## src/rtl/ram_arb_pkg.sv

```systemverilog
// ram_arb_pkg: FSM state encoding and default bit-region base for ram_arbiter.
// The RMW states exist only when RAM_ARB_BITOP_EN is defined.
package ram_arb_pkg;
`ifdef RAM_ARB_BITOP_EN
    typedef enum logic [1:0] {IDLE, ACC, RMW_RD, RMW_WR} state_t;
`else
    typedef enum logic [1:0] {IDLE, ACC} state_t;
`endif
    localparam logic [7:0] BIT_BASE_DEFAULT = 8'h20;
endpackage

```

## src/rtl/ram_arb_rr.sv

```systemverilog
// ram_arb_rr: two-requester round-robin pick; favours core out of reset.
module ram_arb_rr
    import ram_arb_pkg::*;
(
    input  logic clock,
    input  logic reset,
    input  logic core_req,
    input  logic dbg_req,
    input  logic grant,
    output logic pick_dbg
);
    logic favour_dbg;
    assign pick_dbg = dbg_req & (~core_req | favour_dbg);
    always_ff @(posedge clock) begin
        if (reset)
            favour_dbg <= 1'b0;
        else if (grant & (core_req | dbg_req))
            favour_dbg <= ~pick_dbg;
    end
endmodule

```

## src/rtl/ram_arbiter.sv

```systemverilog
// ram_arbiter: round-robin core/debug arbiter in front of a single data RAM.
// Define RAM_ARB_BITOP_EN to compile in core bit read-modify-write operations.
module ram_arbiter
    import ram_arb_pkg::*;
#(
    parameter logic [7:0] BIT_BASE = BIT_BASE_DEFAULT
) (
    input  logic       clock,
    input  logic       reset,
    input  logic       core_req,
    input  logic       core_we,
    input  logic       core_bit,
    input  logic [7:0] core_addr,
    input  logic [7:0] core_wdata,
    output logic       core_gnt,
    output logic       core_done,
    output logic       core_err,
    output logic [7:0] core_rdata,
    input  logic       dbg_req,
    input  logic       dbg_we,
    input  logic [7:0] dbg_addr,
    input  logic [7:0] dbg_wdata,
    output logic       dbg_gnt,
    output logic       dbg_done,
    output logic [7:0] dbg_rdata,
    output logic       ram_rd_en_data,
    output logic       ram_wr_en_data,
    output logic [7:0] ram_rd_addr,
    output logic [7:0] ram_wr_addr,
    output logic [7:0] ram_wr_byte,
    input  logic [7:0] ram_rd_byte
);
    state_t state, state_n;
    logic pick_dbg, any_req, cap_dbg, cap_we;
    logic [7:0] cap_addr, cap_wdata;
    assign any_req = core_req | dbg_req;
    ram_arb_rr u_rr (
        .clock    (clock),
        .reset    (reset),
        .core_req (core_req),
        .dbg_req  (dbg_req),
        .grant    (state == IDLE),
        .pick_dbg (pick_dbg)
    );
`ifdef RAM_ARB_BITOP_EN
    logic win_bit, sfr_rej, err_q;
    logic [7:0] rmw_byte, bit_byte, bit_merged;
    assign win_bit = ~pick_dbg & core_bit & core_we;
    assign sfr_rej = (state == IDLE) & any_req & win_bit & core_addr[7];
    assign core_err = err_q;
    assign bit_byte = BIT_BASE + {4'd0, cap_addr[6:3]};
    assign bit_merged = (rmw_byte & ~(8'd1 << cap_addr[2:0])) | ({7'd0, cap_wdata[0]} << cap_addr[2:0]);
    always_ff @(posedge clock) begin
        if (reset) begin
            err_q <= 1'b0;
            rmw_byte <= 8'h00;
        end else begin
            err_q <= sfr_rej;
            if (state == RMW_RD) rmw_byte <= ram_rd_byte;
        end
    end
`else
    localparam logic [7:0] UNUSED_BASE = BIT_BASE;
    logic unused_bit;
    assign unused_bit = core_bit;
    assign core_err = 1'b0;
`endif
    always_ff @(posedge clock) begin
        if (reset) begin
            state <= IDLE;
            cap_dbg <= 1'b0;
            cap_we <= 1'b0;
            cap_addr <= 8'h00;
            cap_wdata <= 8'h00;
            core_done <= 1'b0;
            dbg_done <= 1'b0;
            core_rdata <= 8'h00;
            dbg_rdata <= 8'h00;
        end else begin
            state <= state_n;
            core_done <= 1'b0;
            dbg_done <= 1'b0;
            if (state == IDLE && any_req) begin
                cap_dbg <= pick_dbg;
                cap_we <= pick_dbg ? dbg_we : core_we;
                cap_addr <= pick_dbg ? dbg_addr : core_addr;
                cap_wdata <= pick_dbg ? dbg_wdata : core_wdata;
            end
            if (state == ACC) begin
                core_done <= ~cap_dbg;
                dbg_done <= cap_dbg;
                if (!cap_we && cap_dbg) dbg_rdata <= ram_rd_byte;
                if (!cap_we && !cap_dbg) core_rdata <= ram_rd_byte;
            end
`ifdef RAM_ARB_BITOP_EN
            if (sfr_rej) core_done <= 1'b1;
            if (state == RMW_WR) begin
                core_done <= 1'b1;
                core_rdata <= {7'd0, cap_wdata[0]};
            end
`endif
        end
    end
    // Writes are gated by reset so an access interrupted by reset never lands.
    always_comb begin
        state_n = state;
        core_gnt = 1'b0;
        dbg_gnt = 1'b0;
        ram_rd_en_data = 1'b0;
        ram_wr_en_data = 1'b0;
        ram_rd_addr = 8'h00;
        ram_wr_addr = 8'h00;
        ram_wr_byte = 8'h00;
        case (state)
            IDLE: begin
`ifdef RAM_ARB_BITOP_EN
                if (any_req) state_n = !win_bit ? ACC : core_addr[7] ? IDLE : RMW_RD;
`else
                if (any_req) state_n = ACC;
`endif
            end
            ACC: begin
                core_gnt = ~cap_dbg;
                dbg_gnt = cap_dbg;
                ram_rd_en_data = ~cap_we;
                ram_wr_en_data = cap_we & ~reset;
                ram_rd_addr = cap_addr;
                ram_wr_addr = cap_addr;
                ram_wr_byte = cap_wdata;
                state_n = IDLE;
            end
`ifdef RAM_ARB_BITOP_EN
            RMW_RD: begin
                core_gnt = 1'b1;
                ram_rd_en_data = 1'b1;
                ram_rd_addr = bit_byte;
                state_n = RMW_WR;
            end
            RMW_WR: begin
                core_gnt = 1'b1;
                ram_wr_en_data = ~reset;
                ram_wr_addr = bit_byte;
                ram_wr_byte = bit_merged;
                state_n = IDLE;
            end
`endif
            default: state_n = IDLE;
        endcase
    end
endmodule
```

## config.mk

```make
export PLATFORM = sky130hd
export DESIGN_NAME = ram_arbiter
export DESIGN_NICKNAME = d
export VERILOG_FILES = /design/src/rtl/ram_arb_pkg.sv /design/src/rtl/ram_arb_rr.sv /design/src/rtl/ram_arbiter.sv
export SDC_FILE = /design/constraint.sdc
export NUM_CORES = 1
export LEC_CHECK = 0
export CAP_MARGIN = 25
export CELL_PAD_IN_SITES_DETAIL_PLACEMENT = 2
export CELL_PAD_IN_SITES_GLOBAL_PLACEMENT = 2
export CORE_MARGIN = 10
export CORE_UTILIZATION = 20
export CTS_BUF_LIST = sky130_fd_sc_hd__clkbuf_8
export DETAILED_ROUTE_END_ITERATION = 7
export HOLD_SLACK_MARGIN = 0.15
export PLACE_DENSITY_LB_ADDON = 0.1
export SLEW_MARGIN = 10
export SYNTH_ARGS = -nofsm -noshare
export SYNTH_HDL_FRONTEND = slang
export SYNTH_SLANG_ARGS = --single-unit
```

## constraint.sdc

```tcl
create_clock -name clock -period 1.4 [get_ports clock]
set_clock_uncertainty 0.2 [all_clocks]
set_input_delay 0.42 -clock clock [delete_from_list [all_inputs] [get_ports clock]]
set_output_delay 0.42 -clock clock [all_outputs]
set_load 0.02 [all_outputs]
```

==> results of run 1 <==
==> power by group <==
| group | switching, uW | total, uW | internal [uW] | leakage, uW |
|---|---|---|---|---|
| Sequential | 55.6 | 1220 | 1160 | 0.000321 |
| Combinational | 437 | 1020 | 579 | 0.00115 |
| Clock | 413 | 1170 | 761 | 0.0000714 |
==> area by class of cell <==
type,count,area [sq um]
clock buffer,6,82.6
clock inverter,2,60.1
fill,925,5190
inverter,1,3.75
multi-input combinational,135,1060
sequential,38,786
tap,108,135
timing repair buffer,141,1480
==> worst max-delay path, stage by stage (launching register included) <==
cell     delay, ns
dfxtp_4       0.38
buf_8         0.13
buf_6         0.11
and3b_2       0.20
buf_6         0.13
==> per-layer routing <==
| metal | wire [microns] | share of wire |
|---|---|---|
| met5 | 0 | 0 |
| met3 | 615 | 0.078 |
| met1 | 3350 | 0.42 |
| met2 | 3850 | 0.49 |
| met4 | 88 | 0.011 |
==> cell families after synthesis <==
family	count (synthesis)	share of synthesized area
and+or+nand+nor	80	0.231
buffers and inverters	28	0.109
AOI/OAI and AO/OA	38	0.155
muxes	16	0.0874
other	1	0.00205
DFF	38	0.415
==> state kept, by name (all words and copies together) (netlist names) <==
name / flops
cap_addr: 8
cap_dbg: 1
cap_wdata: 8
cap_we: 1
core_done: 1
core_rdata: 8
dbg_done: 1
dbg_rdata: 8
state: 1
u_rr.favour_dbg: 1
==> cells in the final DEF (no fill, tap or decap), types with 8 or more instances in the layout <==
cell type        Yosys  routed
buf_6                1      49
clkdlybuf4s50_1      0      42
buf_4               13      37
dfxtp_1             38      20
and2_4               0      17
nor2_1              26      17
nand3_1             18      17
dfxtp_2              0      17
mux2i_1             16      15
o21ai_0             16      15
nor2_2               9      13
a311oi_2             2      10
a311oi_1            16       8
==> through the flow <==
step	setup TNS (ns)	instances	instance area [sq um]
after floorplan	-0.157	201	1930
after detailed placement	-29.27	403	2980
final	-19.69	431	3610
after global placement	-28.22	403	2980
after global routing	-23.88	431	3610
after CTS	-17.92	428	3540
==> worst min-delay path by stage <==
stage                                     startpoint  slack (ns)                    endpoint
final                      cap_wdata[2]$_SDFFE_PP0P_        0.30   cap_wdata[2]$_SDFFE_PP0P_
after floorplan            cap_wdata[0]$_SDFFE_PP0P_        0.27   cap_wdata[0]$_SDFFE_PP0P_
after CTS                 core_rdata[1]$_SDFFE_PP0P_        0.30  core_rdata[1]$_SDFFE_PP0P_
after global routing       cap_wdata[5]$_SDFFE_PP0P_        0.33   cap_wdata[5]$_SDFFE_PP0P_
after global placement    core_rdata[3]$_SDFFE_PP0P_        0.28  core_rdata[3]$_SDFFE_PP0P_
after detailed placement   dbg_rdata[5]$_SDFFE_PP0P_        0.29   dbg_rdata[5]$_SDFFE_PP0P_
==> what timing repair did <==
action,in CTS,in global routing
pin swaps,28,5
setup endpoints to repair,81,77
hold endpoints to repair,0,0
cloned,3,0
setup buffers,14,5
gates resized for setup,320,18
==> results.cfg, run 1 <==
[run_status]
status = complete, but fails checks
violations = setup timing

[clock_network]
tritoncts = done
ctsHoldBuffers = 0
cts.clk_slew.worst_paths_ns = 0.08
cts-root-buf = clkbuf_8
clock_path_buffers = 2
cts.sinks = 38
clk_latency_ns = 0.29
h-tree-depth = 2
cts_buffers = 5

[yosys]
synth.top_cell.area_share = 0.415
synth_area_leaders = dfxtp_1 42%, mux2i_1 8.7%, a311oi_1 7.6%
yosysUniqueCellTypes = 28
synthCells = 201
avgSynthCellArea_sq_um = 9.12
synth_fp_nets = 248
seq_area_frac_synth = 0.415
synth_area_leader_cell = dfxtp_1
synthArstFlopShare = 0
ys_ff_latch = 38
synthTopCellsByCount = 38 x dfxtp_1, 26 x nor2_1, 18 x nand3_1
yosysMostFrequentCell = dfxtp_1
yosysWarnings = 0
synth_edf_count = 0
synth_ff_type = dfxtp_1
synth_area_sq_um = 1830

[sta]
fin_hold_ws_ns = 0.303
fmax_ghz = 0.539
rsz0062_at_grt = true
setup_ws_ns = -0.456
min_period_over_period = 1.33
final-setup-viol-count = 64
hold_violations = 0
drv_slew = 0
post-route-min-period_ns = 1.86

[power_and_ir_drop]
p_per_area_nw_per_um2 = 943
power.total_uw = 3410
p_leak_uw = 0.00154
vdd_drop_max_uv = 357

[worst_setup_path]
required_ns = 0.78
r2r_cells = 7
cp_max_fo = 5
r2r-end = cap_addr[3]$_SDFFE_PP0P_
crit_end = ram_wr_en_data
end_kind = output port
ff2ff_setup_slack_ns = -0.35
start_kind = flip-flop
rr_startpoint = state[0]$_SDFFE_PP0P_
crit_start = state[0]$_SDFFE_PP0P_
worstPathArrival_ns = 1.24
setup.worst_path.class = reg2out

[global_route]
antenna_found_initial = 0
globalRouteOverflowTotal = 0
grtUsageMet3 = 0.0403
grt_pass1_wl_mm = 12.4
use_met1 = 0.140
met2_usage = 0.198
grt_pass1_vias = 2229
grt_max_degree = 21
busiest_layer = met2
grt_use_total = 0.117

[placed_design]
gp_congestion = 0.711
dpl.hpwl_mm = 5.48
port_buffers = 91
dpl_worst_slack_ns = -0.582

[detailed_routing]
drt_first_pass_iters = 4
postRouteAntennaNets = 0
wl_per_cell_microns = 18.3
drtIter0Drc = 27
drc_errors = 0
wl_mm = 7.91
viasPerCell = 4.49
vias = 1934

[min_path]
min_path_type = reg2reg
hold_depth = 2

[final_layout]
syn2layout_area_growth_pct = 97.1
post_route_cells_drive_above_1_share = 0.551
final_util = 0.410
nets = 369
num_antenna_cells = 0

[flow_run]
cap_violations = 0

[floorplan]
initial_core_util = 0.208
rows = 34
pin_count = 94
die_area_sq_um = 13400
die_x_microns = 116
die_h_microns = 116
core_sq_um = 8810
(Power assumes the default switching activity.)
==> run 2, diff against run 1 <==
--- a/config.mk
+++ b/config.mk
@@ -11,9 +11,11 @@
 export CORE_MARGIN = 10
 export CORE_UTILIZATION = 20
 export CTS_BUF_LIST = sky130_fd_sc_hd__clkbuf_8
+export CTS_CLUSTER_DIAMETER = 30
 export DETAILED_ROUTE_END_ITERATION = 7
 export HOLD_SLACK_MARGIN = 0.15
 export PLACE_DENSITY_LB_ADDON = 0.1
+export SETUP_SLACK_MARGIN = 0.02
 export SLEW_MARGIN = 10
 export SYNTH_ARGS = -nofsm -noshare
 export SYNTH_HDL_FRONTEND = slang
==> run 2 against run 1 <==
The run still ends with setup timing left. First-iteration DRC count increased by 59%. Non-clock buffer count increased by 1. Design area increased by 0.35%. Setup slack about the same. Clock power about the same. Sequential cell count unchanged. Register-to-register slack got worse by 0.02 ns. Routed wire length decreased by 1.0%. Clock-buffer cell count unchanged. Combinational power about the same. Critical path type unchanged. Largest cell class unchanged. Largest power group unchanged.
==> results.cfg, run 2 (synthesis gave the netlist of run 1 again) <==
[clock_network]
cts.clk_slew.worst_paths_ns = 0.08
h-tree-depth = 2
clk_latency_ns = 0.29
ctsHoldBuffers = 0
cts-root-buf = clkbuf_8
clock_path_buffers = 2
cts_buffers = 5
tritoncts = done
cts.sinks = 38

[final_layout]
post_route_cells_drive_above_1_share = 0.556
final_cell_mix = 50 x buf_6, 42 x clkdlybuf4s50_1, 37 x buf_4, 19 x dfxtp_1, 18 x dfxtp_2
syn2layout_area_growth_pct = 97.7
nets = 370
fin_cells = 432
final_common_cell = buf_6
num_antenna_cells = 0

[sta]
hold_violations = 0
rsz0062_at_grt = true
post-route-min-period_ns = 1.86
drv_slew = 0
min_period_over_period = 1.33
setup_ws_ns = -0.456
setup_tns_ns = -19.57
fmax_ghz = 0.539
final-setup-viol-count = 63

[floorplan]
pin_count = 94
initial_core_util = 0.208
rows = 34
core_sq_um = 8810
die_h_microns = 116
die_area_sq_um = 13400
die_x_microns = 116

[placed_design]
dpl.hpwl_mm = 5.48
placed_cells = 403
gp_congestion = 0.711
port_buffers = 91

[power_and_ir_drop]
clockPowerShare = 0.345
p_leak_uw = 0.00154
sw_frac_of_total = 0.266
internal-power_uw = 2500
p_per_area_nw_per_um2 = 940
seq_power_share = 0.356
comb_power_share = 0.299
power_switching_uw = 906
vdd_drop_max_uv = 358

[detailed_routing]
drtIter0Drc = 43
vias = 1944
drc_errors = 0
wl_per_cell_microns = 18.1
wl_mm = 7.83
postRouteAntennaNets = 0
drt_first_pass_iters = 4
viasPerCell = 4.50

[worst_setup_path]
worstPathArrival_ns = 1.24
required_ns = 0.78
cp_top_family = flip-flops
cp_max_fo = 5
crit_buf_inv = 3
crit_slowest_cell = dfxtp_4
start_kind = flip-flop
setup.worst_path.class = reg2out
end_kind = output port
crit_top_cell = buf_6
ff2ff_setup_slack_ns = -0.37
worstPathCellList = buf_8 > buf_6 > and3b_2 > buf_6
max_stage_delay_ns = 0.38

[global_route]
grt_max_degree = 21
antenna_found_initial = 0
use_met1 = 0.139
met2_usage = 0.199
busiest_layer = met2
grt_use_total = 0.117
grt_pass1_wl_mm = 12.4
grtUsageMet3 = 0.0403
grt_pass1_vias = 2236
globalRouteOverflowTotal = 0

[min_path]
min_path_type = reg2reg

[flow_run]
cap_violations = 0

[run_status]
violations = setup timing
status = complete, but fails checks
## run 2: changes by cell type in the layout (fill, tap and decap cells not counted)
cell,delta
buf_6,+1
dfxtp_1,-1
dfxtp_2,+1
## run 2: routing by layer
metal,up-vias,share of wire
met3,6,0.078
met2,54,0.49
met5,-,0
li1,936,-
met1,948,0.42
met4,0,0.0075
## run 2: what timing repair did
item / in CTS / in global routing
gates resized for setup: 326 / 14
pin swaps: 28 / 5
gates cloned: 3 / 0
setup buffers: 15 / 5
setup endpoints to repair: 81 / 81
endpoints found under the hold margin: 0 / 0
## run 2: cell type report
cell class	instances	area, sq um
fill	930	5180
timing repair buffer	142	1490
multi-input combinational	135	1060
sequential	38	787
tap	108	135
clock buffer	6	82.6
clock inverter	2	60.1
inverter	1	3.75
## run 2: path summary, 6_finish.rpt
path,cells past startpoint,from,to
min reg2reg,2,cap_wdata[2]$_SDFFE_PP0P_,cap_wdata[2]$_SDFFE_PP0P_
min,2,cap_wdata[2]$_SDFFE_PP0P_,cap_wdata[2]$_SDFFE_PP0P_
max,4,state[0]$_SDFFE_PP0P_,ram_wr_en_data
max reg2reg,7,state[0]$_SDFFE_PP0P_,cap_addr[3]$_SDFFE_PP0P_
## run 2: per-stage QoR
step	hold WS (ns)	utilization	setup WS [ns]	area, sq um	total power [uW]
after floorplan	0.268	-	-0.0546	1930	1640
after global placement	0.275	0.339	-0.532	2980	2000
after detailed placement	0.288	0.339	-0.582	2980	2010
after CTS	0.306	0.405	-0.479	3560	3430
after global routing	0.330	0.412	-0.504	3620	3610
final	0.304	0.412	-0.456	3620	3410
## run 2: worst register-to-register path, delay by kind of cell (launching register included)
family                 cells  cell delay (ns)
AO/OA/AOI/OAI              2             0.50
buffers and inverters      4             0.55
flip-flops                 1             0.38
AND/OR/NAND/NOR            1             0.04
## run 2: power by group through the flow
stage	logic (uW)	clock network, uW	registers (uW)
after global placement	767	0	1230
final	1020	1180	1210
after floorplan	391	0	1240
after global routing	1100	1280	1230
after CTS	1000	1210	1220
after detailed placement	777	0	1230
==> run 3, diff against run 2 <==
--- a/config.mk
+++ b/config.mk
@@ -13,6 +13,7 @@
 export CTS_BUF_LIST = sky130_fd_sc_hd__clkbuf_8
 export CTS_CLUSTER_DIAMETER = 30
 export DETAILED_ROUTE_END_ITERATION = 7
+export GPL_TIMING_DRIVEN = 0
 export HOLD_SLACK_MARGIN = 0.15
 export PLACE_DENSITY_LB_ADDON = 0.1
 export SETUP_SLACK_MARGIN = 0.02
==> run 3 against run 2 <==
The run still ends with setup timing left. First-iteration DRC count down 19%. Combinational power is essentially flat. Clock power fell by 38%. Largest power group unchanged. Critical endpoint is now ram_wr_addr[5]. Clock-buffer cell count fell by 1. Via count decreased by 0.87%.
==> results.cfg, run 3 (synthesis gave the netlist of run 1 again) <==
[power_and_ir_drop]
comb_power_share = 0.336
power_switching_uw = 868
internal-power_uw = 2070
clockPowerShare = 0.247
power.total_uw = 2940
p_per_area_nw_per_um2 = 819
sw_frac_of_total = 0.296
seq_power_share = 0.417
vdd_drop_max_uv = 269
p_leak_uw = 0.00151

[worst_setup_path]
start_kind = flip-flop
setup.worst_path.class = reg2out
required_ns = 0.78
cp_max_fo = 6
worstPathArrival_ns = 1.21
ff2ff_setup_slack_ns = -0.19
end_kind = output port

[global_route]
antenna_found_initial = 0
grt_use_total = 0.117
busiest_layer = met2
met2_usage = 0.200
grt_pass1_wl_mm = 12.1
globalRouteOverflowTotal = 0
grt_max_degree = 12
grtUsageMet3 = 0.0367
grt_pass1_vias = 2150
use_met1 = 0.139

[floorplan]
rows = 34
pin_count = 94
die_x_microns = 116
core_sq_um = 8810
initial_core_util = 0.208
die_area_sq_um = 13400
die_h_microns = 116

[sta]
fin_hold_ws_ns = 0.145
final-setup-viol-count = 63
relSlewSlack = 0.530
drv_slew = 0
setup_ws_ns = -0.430
hold_violations = 0
post-route-min-period_ns = 1.83
worst_slew_pin_slew_ns = 0.705
rsz0062_at_grt = true
setup_tns_ns = -14.17
min_period_over_period = 1.31
fmax_ghz = 0.546

[detailed_routing]
postRouteAntennaNets = 0
viasPerCell = 4.53
drt_first_pass_iters = 4
drc_errors = 0
drtIter0Drc = 35
wl_mm = 7.88
vias = 1927
wl_per_cell_microns = 18.5

[placed_design]
port_buffers = 90
gp_congestion = 0.675
placed_area_sq_um = 2970
dpl.hpwl_mm = 5.64

[clock_network]
cts.clk_slew.worst_paths_ns = 0.07
h-tree-depth = 2
cts.sinks = 38
clock_path_buffers = 2
tritoncts = done
cts_buffers = 5
cts-root-buf = clkbuf_8
clk_latency_ns = 0.29

[final_layout]
fillers = 950
area.sequential_sq_um = 791
num_antenna_cells = 0
post_route_cells_drive_above_1_share = 0.527
multi_input_area_sq_um = 1050
nets = 364
design_area_sq_um = 3590
syn2layout_area_growth_pct = 95.6
final_cell_mix = 59 x buf_6, 42 x clkdlybuf4s50_1, 26 x nor2_1, 21 x dfxtp_2
final_common_cell = buf_6

[flow_run]
cap_violations = 0

[run_status]
violations = setup timing
status = complete, but fails checks

[min_path]
min_path_type = in2reg
-- run 3: cell types whose count changed in the layout (fill, tap and decap cells not counted), sizes merged --
cell	before	now
buf	98	79
clkbuf	6	14
dlygate4sd3	0	3
bufinv	2	0
clkinv	0	2
bufbuf	0	1
-- run 3: what timing repair did --
item,4_1_cts,5_1_grt
setup buffers,10,3
pin swaps,15,8
hold endpoints to repair,7,1
resized for setup,336,14
gates cloned,4,1
setup endpoints to repair,82,81
-- run 3: power by group through the flow --
stage | clock [uW] | combinational [uW] | sequential [uW]
finish | 726 | 987 | 1220
global route | 802 | 1060 | 1240
CTS | 771 | 954 | 1220
detailed placement | 0 | 754 | 1230
global placement | 0 | 744 | 1230
floorplan | 0 | 391 | 1240
-- run 3: critical path: stages (launching register included) --
cell	delay, ns
dfxtp_4	0.38
clkbuf_16	0.16
and2_4	0.15
buf_6	0.10
buf_6	0.12
-- run 3: metal layers --
layer  wire (microns)  vias up
met3              561        4
li1                 -      927
met1             3270      939
met2             4000       57
met5                0        -
met4               53        0
-- run 3: worst paths after layout --
kind,start,to,cells past startpoint
hold / removal,reset,cap_wdata[5]$_SDFFE_PP0P_,2
setup reg to reg,state[0]$_SDFFE_PP0P_,cap_wdata[2]$_SDFFE_PP0P_,5
hold reg to reg,core_rdata[6]$_SDFFE_PP0P_,core_rdata[6]$_SDFFE_PP0P_,2
setup / recovery,state[0]$_SDFFE_PP0P_,ram_wr_addr[5],4
-- run 3: cell type report --
type,count,share of cell area
flip-flops and latches,38,0.221
plain buffers,26,0.0879
inverters,1,0.00105
clock buffers,5,0.0192
well taps,108,0.0377
clock inverters,2,0.00279
multi-input cells,135,0.292
repair buffers,110,0.339
-- run 3: stage by stage --
step	cells	utilization	setup WS, ns
floorplan	201	-	-0.0546
global placement	399	0.337	-0.773
detailed placement	399	0.337	-0.773
CTS	420	0.395	-0.447
global route	425	0.407	-0.467
finish	425	0.407	-0.430
